$ cat src/rtl/mem_pkg.sv
// Shared memory-port definitions: default widths and the request/response
// records used around the single-port memory front-end.
package mem_pkg;

  localparam int MEM_ADDR_WIDTH = 16;
  localparam int MEM_DATA_WIDTH = 32;

  typedef struct packed {
    logic                      write;
    logic [MEM_ADDR_WIDTH-1:0] addr;
    logic [MEM_DATA_WIDTH-1:0] wdata;
  } mem_req_t;

  typedef struct packed {
    logic [MEM_DATA_WIDTH-1:0] rdata;
  } mem_rsp_t;

endpackage

$ cat src/rtl/mem_req_ctrl_if.sv
// Request/response handshake bundle between a requester (master) and the
// memory request front-end (slave).
interface mem_req_ctrl_if
  import mem_pkg::*;
#(
  parameter int ADDR_WIDTH = MEM_ADDR_WIDTH,
  parameter int DATA_WIDTH = MEM_DATA_WIDTH
);

  logic                  req_valid;
  logic                  req_ready;
  logic                  req_write;
  logic [ADDR_WIDTH-1:0] req_addr;
  logic [DATA_WIDTH-1:0] req_wdata;
  logic                  rsp_valid;
  logic                  rsp_ready;
  logic [DATA_WIDTH-1:0] rsp_rdata;

  modport master (
    output req_valid, req_write, req_addr, req_wdata, rsp_ready,
    input  req_ready, rsp_valid, rsp_rdata
  );

  modport slave (
    input  req_valid, req_write, req_addr, req_wdata, rsp_ready,
    output req_ready, rsp_valid, rsp_rdata
  );

endinterface

$ cat src/rtl/mem_rsp_fifo.sv
// Synchronous response FIFO with any depth >= 1; pointers wrap at DEPTH so
// non-power-of-2 depths work. Storage is not reset, only pointers and count.
module mem_rsp_fifo
  import mem_pkg::*;
#(
  parameter int DEPTH = 2,
  parameter int WIDTH = MEM_DATA_WIDTH,
  localparam int CW = $clog2(DEPTH + 1),
  localparam int PW = (DEPTH > 1) ? $clog2(DEPTH) : 1
) (
  input  logic             clk,
  input  logic             reset,
  input  logic             push_i,
  input  logic [WIDTH-1:0] push_data_i,
  input  logic             pop_i,
  output logic             valid_o,
  output logic [WIDTH-1:0] data_o,
  output logic [CW-1:0]    count_o
);

  logic [WIDTH-1:0] mem_q [DEPTH];
  logic [PW-1:0]    wr_ptr_q, wr_ptr_d;
  logic [PW-1:0]    rd_ptr_q, rd_ptr_d;
  logic [CW-1:0]    count_q, count_d;

  function automatic logic [PW-1:0] ptr_inc(input logic [PW-1:0] p);
    return (p == PW'(DEPTH - 1)) ? '0 : p + PW'(1);
  endfunction

  always_comb begin
    wr_ptr_d = wr_ptr_q;
    rd_ptr_d = rd_ptr_q;
    count_d  = count_q;
    if (push_i) wr_ptr_d = ptr_inc(wr_ptr_q);
    if (pop_i)  rd_ptr_d = ptr_inc(rd_ptr_q);
    case ({push_i, pop_i})
      2'b10:   count_d = count_q + CW'(1);
      2'b01:   count_d = count_q - CW'(1);
      default: count_d = count_q;
    endcase
  end

  always_ff @(posedge clk or posedge reset) begin
    if (reset) begin
      wr_ptr_q <= '0;
      rd_ptr_q <= '0;
      count_q  <= '0;
    end else begin
      wr_ptr_q <= wr_ptr_d;
      rd_ptr_q <= rd_ptr_d;
      count_q  <= count_d;
    end
  end

  always_ff @(posedge clk) begin
    if (push_i) mem_q[wr_ptr_q] <= push_data_i;
  end

  assign valid_o = (count_q != '0);
  assign data_o  = mem_q[rd_ptr_q];
  assign count_o = count_q;

  // Credit accounting upstream must make a push into a full FIFO impossible.
  assert property (@(posedge clk) disable iff (reset) !(push_i && count_q == CW'(DEPTH)));

endmodule

$ cat src/rtl/mem_req_ctrl.sv
// Request front-end for a single-port memory with 1-cycle registered rdata:
// drives the memory pins, captures read data into a credit-limited response FIFO.
module mem_req_ctrl
  import mem_pkg::*;
#(
  parameter int ADDR_WIDTH = MEM_ADDR_WIDTH,
  parameter int DATA_WIDTH = MEM_DATA_WIDTH,
  // Credit is registered, so back-to-back reads at full rate need 3 entries.
  parameter int RSP_DEPTH  = 2,
  parameter int CNT_WIDTH  = 32
) (
  input  logic                  clk,
  input  logic                  reset,
  mem_req_ctrl_if.slave         bus,
  output logic [ADDR_WIDTH-1:0] mem_addr,
  output logic                  mem_wr_en,
  output logic                  mem_rd_en,
  output logic [DATA_WIDTH-1:0] mem_wdata,
  input  logic [DATA_WIDTH-1:0] mem_rdata,
  output logic [CNT_WIDTH-1:0]  wr_cnt,
  output logic [CNT_WIDTH-1:0]  rd_cnt
);

  localparam int OCC_W = $clog2(RSP_DEPTH + 1);

  logic                 rd_pend_q, rd_pend_d;
  logic [CNT_WIDTH-1:0] wr_cnt_q, wr_cnt_d;
  logic [CNT_WIDTH-1:0] rd_cnt_q, rd_cnt_d;
  logic [OCC_W-1:0]     occ;
  logic [31:0]          inflight;
  logic                 credit_ok;
  logic                 wr_acc;
  logic                 rd_acc;
  logic                 pop;

  function automatic logic [CNT_WIDTH-1:0] sat_inc(input logic [CNT_WIDTH-1:0] v);
    return (&v) ? v : v + CNT_WIDTH'(1);
  endfunction

  // Occupancy plus the read already at the memory; pops this cycle add no credit.
  assign inflight  = 32'(occ) + 32'(rd_pend_q);
  assign credit_ok = inflight < 32'(RSP_DEPTH);

  assign bus.req_ready = bus.req_write | credit_ok;
  assign wr_acc        = bus.req_valid & bus.req_ready & bus.req_write;
  assign rd_acc        = bus.req_valid & bus.req_ready & ~bus.req_write;

  assign mem_addr  = bus.req_addr;
  assign mem_wdata = bus.req_wdata;
  assign mem_wr_en = wr_acc;
  assign mem_rd_en = rd_acc;

  always_comb begin
    rd_pend_d = rd_acc;
    wr_cnt_d  = wr_acc ? sat_inc(wr_cnt_q) : wr_cnt_q;
    rd_cnt_d  = rd_acc ? sat_inc(rd_cnt_q) : rd_cnt_q;
  end

  always_ff @(posedge clk or posedge reset) begin
    if (reset) begin
      rd_pend_q <= 1'b0;
      wr_cnt_q  <= '0;
      rd_cnt_q  <= '0;
    end else begin
      rd_pend_q <= rd_pend_d;
      wr_cnt_q  <= wr_cnt_d;
      rd_cnt_q  <= rd_cnt_d;
    end
  end

  // Memory rdata is valid the edge after the read was issued.
  assign pop = bus.rsp_valid & bus.rsp_ready;

  mem_rsp_fifo #(
    .DEPTH (RSP_DEPTH),
    .WIDTH (DATA_WIDTH)
  ) u_rsp_fifo (
    .clk         (clk),
    .reset       (reset),
    .push_i      (rd_pend_q),
    .push_data_i (mem_rdata),
    .pop_i       (pop),
    .valid_o     (bus.rsp_valid),
    .data_o      (bus.rsp_rdata),
    .count_o     (occ)
  );

  assign wr_cnt = wr_cnt_q;
  assign rd_cnt = rd_cnt_q;

endmodule

$ cat src/flat_wrapper.sv
// flat-port wrapper written by rule: the top's interface ports become plain ports
module mem_req_ctrl_flat import mem_pkg::*;
#(
  parameter int ADDR_WIDTH = MEM_ADDR_WIDTH,
  parameter int DATA_WIDTH = MEM_DATA_WIDTH,
                                                                             
  parameter int RSP_DEPTH  = 2,
  parameter int CNT_WIDTH  = 32
)
  (clk, reset, mem_addr, mem_wr_en, mem_rd_en, mem_wdata, mem_rdata, wr_cnt, rd_cnt, bus_req_valid, bus_req_write, bus_req_addr, bus_req_wdata, bus_rsp_ready, bus_req_ready, bus_rsp_valid, bus_rsp_rdata);
  mem_req_ctrl_if #(.ADDR_WIDTH(ADDR_WIDTH), .DATA_WIDTH(DATA_WIDTH)) bus_i ();
  input  logic clk;
  input  logic reset;
  output logic [ADDR_WIDTH-1:0] mem_addr;
  output logic mem_wr_en;
  output logic mem_rd_en;
  output logic [DATA_WIDTH-1:0] mem_wdata;
  input  logic [DATA_WIDTH-1:0] mem_rdata;
  output logic [CNT_WIDTH-1:0] wr_cnt;
  output logic [CNT_WIDTH-1:0] rd_cnt;
  input wire logic [$bits(bus_i.req_valid)-1:0] bus_req_valid;
  input wire logic [$bits(bus_i.req_write)-1:0] bus_req_write;
  input wire logic [$bits(bus_i.req_addr)-1:0] bus_req_addr;
  input wire logic [$bits(bus_i.req_wdata)-1:0] bus_req_wdata;
  input wire logic [$bits(bus_i.rsp_ready)-1:0] bus_rsp_ready;
  output wire logic [$bits(bus_i.req_ready)-1:0] bus_req_ready;
  output wire logic [$bits(bus_i.rsp_valid)-1:0] bus_rsp_valid;
  output wire logic [$bits(bus_i.rsp_rdata)-1:0] bus_rsp_rdata;
  assign bus_i.req_valid = bus_req_valid;
  assign bus_i.req_write = bus_req_write;
  assign bus_i.req_addr = bus_req_addr;
  assign bus_i.req_wdata = bus_req_wdata;
  assign bus_i.rsp_ready = bus_rsp_ready;
  assign bus_req_ready = bus_i.req_ready;
  assign bus_rsp_valid = bus_i.rsp_valid;
  assign bus_rsp_rdata = bus_i.rsp_rdata;
  mem_req_ctrl #(.ADDR_WIDTH(ADDR_WIDTH), .DATA_WIDTH(DATA_WIDTH), .RSP_DEPTH(RSP_DEPTH), .CNT_WIDTH(CNT_WIDTH)) u_core (.clk(clk), .reset(reset), .bus(bus_i), .mem_addr(mem_addr), .mem_wr_en(mem_wr_en), .mem_rd_en(mem_rd_en), .mem_wdata(mem_wdata), .mem_rdata(mem_rdata), .wr_cnt(wr_cnt), .rd_cnt(rd_cnt));
endmodule
$ cat config.mk
export PLATFORM = sky130hd
export DESIGN_NAME = mem_req_ctrl_flat
export DESIGN_NICKNAME = d
export VERILOG_FILES = /design/src/rtl/mem_pkg.sv /design/src/rtl/mem_req_ctrl_if.sv /design/src/rtl/mem_rsp_fifo.sv /design/src/rtl/mem_req_ctrl.sv /design/src/flat_wrapper.sv
export SDC_FILE = /design/constraint.sdc
export NUM_CORES = 1
export LEC_CHECK = 0
export CORE_MARGIN = 3
export CORE_UTILIZATION = 40
export DETAILED_ROUTE_END_ITERATION = 16
export PLACE_DENSITY = 0.8
export SLEW_MARGIN = 20
export SYNTH_ARGS = -nofsm -noshare
export SYNTH_HDL_FRONTEND = slang
export SYNTH_HIERARCHICAL = 1
export SYNTH_SLANG_ARGS = --single-unit
$ cat constraint.sdc
create_clock -name clk -period 3.1 [get_ports clk]
set_clock_uncertainty 0.1 [all_clocks]
set_input_delay 0.775 -clock clk [delete_from_list [all_inputs] [get_ports clk]]
set_output_delay 0.775 -clock clk [all_outputs]
set_load 0.01 [all_outputs]
==> flow_summary.yaml, run 1 <==
sta:
  worstMarginPinSlew_ns: 0.9646
  finalSetupViolCount: 0
  tns_ns: 0
  fin_crit_sh: 0.9298
  fmax_mhz: 346.9
  whs_ns: 0.4092
  slew_headroom: 0.3554
  drv_slew: 0
  hold_viol_final: 0
  rsz0062_at_grt: "false"
  period_needed_ns: 2.882
route:
  routed_wl_um: 13330
  num_vias: 4005
  ant_nets: 0
  via_per_inst: 5.057
  wl_per_cell_um: 16.83
  firstDrtPassIters: 6
  drc: 0
  drtIter0Drc: 267
clock_network:
  cts_resized: 0
  tritoncts: "done"
  hold_buffers: 0
  cts_buffer_depth: 2
  clk_pin_slew_worst_paths_ns: 0.06
  post_cts_buffers: 0
  clkSinkCount: 133
  clk-insertion-delay-late_ns: 0.41
  htreeDepth: 4
  cts-root-buf: "clkbuf_16"
  cts_buffers: 17
floorplanning:
  die_width_um: 130.9
  floorplan.initialDensity: 0.4090
  die_area_mm2: 0.01714
  num_io_pins: 233
  die_h_um: 130.9
  core_mm2: 0.01526
  num_rows: 45
synth:
  synth-seq-area-share: 0.5846
  synth.avg_cell_area_um2: 13.60
  async_reset_ff_frac: 0.5188
  yosysWarningCount: 6
  synth_area_mm2: 0.006241
  ys_seq_elements: 133
  synth-edff-count: 64
  synth_nets: 547
  synth-main-ff-cell: "dfrtp_1"
  syn_inst: 459
  ys_types: 41
worst_setup_path:
  ff2ff_setup_slack_ns: 0.73
  crit_path_end_kind: "output pin"
  cp.arrival_ns: 2.01
  crit_path_start: "bus_req_write"
  cp-endpoint: "mem_rd_en"
  cp_slowest_cell: "clkdlybuf4s50_1"
  cp-start-kind: "primary input"
  slowest_delay_ns: 0.54
  cp.required_ns: 2.22
  cp_max_fo: 3
  timing.rr.start: "u_core/wr_cnt[0]"
  crit_type: "in -> out"
  critPathMostFrequentCell: "clkdlybuf4s50_1"
  worst-path-buf-inv: 3
  cp_cell_sequence: "clkdlybuf4s50_1, nand3b_1, inv_1, clkdlybuf4s50_1"
  r2r-end: "u_core/wr_cnt[1]"
  critical_path_depth: 4
  crit_family: "buffers and inverters"
  rr_worst_depth: 6
min_path:
  min_from: "u_core/wr_cnt[23]"
  hold_path.class: "reg -> reg"
global_routing:
  grt_usage: 0.1566
  grt_max_degree: 42
  grt_pass1_vias: 4041
  grt.overflow.total: 0
  grt_pass1_wl_um: 20840
  antenna_found_initial: 0
run:
  drv_cap: 0
power:
  power_density_mw_per_mm2: 684.7
  p_leak_nw: 3.211
  vdd_drop_max_v: 0.0004423
cells_and_area:
  final_cells: 792
  fin_nets: 656
  antenna_cells: 0
  area_delta_synth_final_pct: 30.09
  final_common_cell: "clkdlybuf4s50_1"
  final_layout_size_suffix_gt1_frac: 0.1549
  layout_common_cells: "136 x clkdlybuf4s50_1, 68 x dfrtp_1, 64 x edfxtp_1, 49 x xnor2_1"
  final_cell_area_mm2: 0.008119
place:
  gp_congestion: 0.8670
  hpwl_um: 9297
  placed_cell_area_mm2: 0.007516
  placedCellCount: 760
  io_buffers: 136
status:
  status: "completed"
worst min path at each step:
stage	to	slack [ns]	depth (start not counted)
after global placement	u_core/u_rsp_fifo/count_o[1]	0.38	1
after CTS	u_core/wr_cnt[23]	0.41	1
after floorplan	u_core/u_rsp_fifo/wr_ptr_q	0.36	1
final	u_core/wr_cnt[23]	0.41	1
after global routing	u_core/wr_cnt[23]	0.43	1
after detailed placement	u_core/wr_cnt[23]	0.40	1
state kept, by name (all words and copies together), names as in the netlist:
register and count:
u_core/u_rsp_fifo/wr_ptr_q 1, u_core/u_rsp_fifo/mem_q 64, u_core/rd_pend_q 1, u_core/rd_cnt 32
u_core/wr_cnt 32, u_core/u_rsp_fifo/rd_ptr_q 1, u_core/u_rsp_fifo/count_o 2
where the power goes:
| group | internal, mW | switching (mW) |
|---|---|---|
| logic | 0.788 | 0.547 |
| registers | 2.05 | 0.153 |
| clock network | 1.27 | 0.747 |
| total | 4.11 | 1.45 |
stage by stage:
| step | worst slack (ns) | power (mW) | utilization |
|---|---|---|---|
| floorplan | 0.5985 | 3.084 | - |
| global placement | 0.2233 | 3.549 | 0.4926 |
| detailed placement | 0.2103 | 3.587 | 0.4926 |
| CTS | 0.2018 | 5.637 | 0.5321 |
| global route | 0.1137 | 5.813 | 0.5321 |
| finish | 0.2177 | 5.559 | 0.5321 |
area by class of cell:
type | count | area (µm²)
inverter | 7 | 26.28
fill | 1252 | 7139
multi-input combinational | 262 | 2120
clock buffer | 18 | 429.2
sequential | 133 | 3650
clock inverter | 14 | 173.9
timing repair buffer | 147 | 1456
tap | 211 | 264.0
metal layers:
layer / vias to the layer above / wire length [µm] / global-route usage / part of all wire
li1: 1838 / - / - / -
met1: 1960 / 5810 / 0.2033 / 0.44
met2: 182 / 6367 / 0.2489 / 0.48
met3: 25 / 955 / 0.04472 / 0.072
met4: 0 / 193 / 0.06171 / 0.014
met5: - / 0 / 0 / 0
cell families (layout without fill, tap and decap cells):
family | count (synthesis) | after routing | synth area share
AO/OA/AOI/OAI | 6 | 6 | 0.007419
XOR/XNOR | 66 | 66 | 0.09262
adder cells (fa/ha/maj) | 3 | 3 | 0.006015
buffers and inverters | 64 | 186 | 0.07699
flip-flops | 133 | 133 | 0.5846
multiplexers | 35 | 35 | 0.08059
AND/OR/NAND/NOR | 152 | 152 | 0.1518
synthesized netlist by cell type (3+ instances only):
cell       n  area share
nand3_1   29       0.023
nor2_1    12      0.0072
mux2_2     5      0.0090
nand4_1   29       0.029
buf_2      3      0.0024
edfxtp_1  64        0.31
buf_12     3      0.0096
buf_4     48       0.058
and4_1    12       0.017
nor3_1     6      0.0048
dfrtp_1   69        0.28
xor2_1    17       0.024
ha_1       3      0.0060
nand2_1   21       0.013
and3_1    12       0.012
xnor2_1   49       0.069
mux2_4    29       0.070
and2_1     6      0.0060
nor4_1     7      0.0070
or2_2      3      0.0030
inv_1      7      0.0042
Note: power is estimated with default switching activity, not from simulation.
==> inputs of run 2 (changes only) <==
SKIP_CTS_REPAIR_TIMING = 1   (was default)
==> results of run 2 <==
Same layout as run 1: the final DEF is identical, and so are final timing and power.
==> inputs of run 3 (changes only) <==
CTS_BUF_LIST = sky130_fd_sc_hd__clkbuf_4 sky130_fd_sc_hd__clkbuf_8   (was default)
==> run 3 against run 2 <==
Via count increased by 0.40%; register-to-register slack worse by 0.02 ns; die area unchanged; sequential share of layout area grew 1.1 points; combinational power about the same; worst setup slack hardly changed; fmax hardly changed; clock power down 26%; sequential power barely moved; largest power group unchanged; highest routed layer unchanged.
==> flow_summary.yaml, run 3 (synthesis gave the netlist of run 1 again) <==
cells_and_area:
  largest_reg_flops: 64
  fin_nets: 656
  nFillCells: 1278
  top_register: "u_core/u_rsp_fifo/mem_q"
  seq_area_mm2: 0.003650
  final_layout_size_suffix_gt1_frac: 0.1566
  final_common_cell: "clkdlybuf4s50_1"
  multi_input_comb_area_mm2: 0.002120
  area_delta_synth_final_pct: 27.09
  layout_common_cells: "136 x clkdlybuf4s50_1, 68 x dfrtp_1, 64 x edfxtp_1, 49 x xnor2_1"
  antenna_cells: 0
power:
  pwr-share-seq: 0.438
  internal-power_mw: 3.647
  combPwrFrac: 0.265
  power_density_mw_per_mm2: 633.2
  vdd_drop_max_v: 0.0004065
  pwr-share-clk: 0.297
  p_switching_mw: 1.375
  p_leak_nw: 3.128
  sw_frac_of_total: 0.2738
sta:
  rsz0062_at_grt: "false"
  period_needed_ns: 2.882
  hold_viol_final: 0
  finalSetupViolCount: 0
  fmax_mhz: 347.0
  whs_ns: 0.4171
  tns_ns: 0
  fin_crit_sh: 0.9297
  slew_headroom: 0.3485
  worstMarginPinSlew_ns: 0.9750
  drv_slew: 0
worst_setup_path:
  cp.arrival_ns: 2.01
  cp.required_ns: 2.22
  critPathMostFrequentCell: "clkdlybuf4s50_1"
  r2r-end: "u_core/wr_cnt[1]"
  crit_family: "buffers and inverters"
  cp-start-kind: "primary input"
  rr_worst_depth: 6
  crit_type: "in -> out"
  cp_slowest_cell: "clkdlybuf4s50_1"
  cp_max_fo: 3
  timing.rr.start: "u_core/wr_cnt[0]"
  ff2ff_setup_slack_ns: 0.71
  critical_path_depth: 4
  slowest_delay_ns: 0.54
  cp_cell_sequence: "clkdlybuf4s50_1, nand3b_1, inv_1, clkdlybuf4s50_1"
  worst-path-buf-inv: 3
  crit_path_end_kind: "output pin"
route:
  num_vias: 4021
  drtIter0Drc: 294
  firstDrtPassIters: 4
  routed_wl_um: 13240
  drc: 0
  via_per_inst: 5.077
  ant_nets: 0
  wl_per_cell_um: 16.71
global_routing:
  grt.overflow.total: 0
  grt_pass1_wl_um: 20560
  grt_usage: 0.1555
  grt_pass1_vias: 3990
  antenna_found_initial: 0
  grt_max_degree: 42
clock_network:
  tritoncts: "done"
  htreeDepth: 4
  clkSinkCount: 133
  clk-insertion-delay-late_ns: 0.44
  cts-root-buf: "clkbuf_8"
  cts_buffer_depth: 2
  cts_buffers: 17
  clk_pin_slew_worst_paths_ns: 0.08
floorplanning:
  die_width_um: 130.9
  die_h_um: 130.9
  num_io_pins: 233
  floorplan.initialDensity: 0.4090
  core_mm2: 0.01526
  die_area_mm2: 0.01714
  num_rows: 45
min_path:
  holdPathStages: 1
  min_from: "u_core/wr_cnt[23]"
  holdPathEnd: "u_core/wr_cnt[23]"
  hold_path.class: "reg -> reg"
run:
  drv_cap: 0
status:
  status: "completed"
place:
  gp_congestion: 0.8670
  io_buffers: 136
  hpwl_um: 9297
## run 3: cell counts in the layout (fill, tap and decap cells not counted)
No cell type changed its count.
## run 3: layer usage
layer,wire (µm),global-route usage
met5,0,0
met4,203,0.05626
met3,1025,0.05691
met2,6178,0.2447
met1,5828,0.1981
## run 3: worst max-delay path by stage
| stage | startpoint | to | slack, ns |
|---|---|---|---|
| after floorplan | reset | u_core/rd_cnt[0] | 0.60 |
| after global placement | bus_req_write | mem_rd_en | 0.22 |
| after detailed placement | bus_req_write | mem_rd_en | 0.21 |
| after CTS | u_core/rd_pend_q | mem_rd_en | 0.18 |
| after global routing | u_core/rd_pend_q | mem_rd_en | 0.06 |
| final | bus_req_write | mem_rd_en | 0.22 |
## run 3: per-stage QoR
stage	cells	area [µm²]	util	total power [mW]	setup WS, ns
floorplan	459	6241	-	3.084	0.5985
global placement	760	7516	0.4926	3.549	0.2233
detailed placement	760	7516	0.4926	3.587	0.2103
CTS	792	7931	0.5198	5.100	0.1774
global route	792	7931	0.5198	5.279	0.05765
finish	792	7931	0.5198	5.022	0.2179
## run 3: power groups by stage
stage | Clock (mW) | Combinational, mW | Sequential [mW]
4_1_cts | 1.54 | 1.36 | 2.20
5_1_grt | 1.62 | 1.43 | 2.23
3_5_place_dp | 0 | 1.35 | 2.24
6_report | 1.49 | 1.33 | 2.20
3_3_place_gp | 0 | 1.33 | 2.22
2_1_floorplan | 0 | 0.852 | 2.23
## run 3: cell type report
class                           instances  share of cell area
Clock inverter                         14             0.02193
Timing Repair Buffer                  147              0.1836
Clock buffer                           18             0.03045
Inverter                                7            0.003313
Multi-Input combinational cell        262              0.2672
Tap cell                              211             0.03329
Sequential cell                       133              0.4602
## run 3: worst register-to-register path: stages (launching register included)
cell and delay (ns):
dfrtp_1 0.42, ha_1 0.22, nand3_1 0.19, nor4_4 0.45, nand4_1 0.34, nand2_1 0.22, mux2_2 0.34
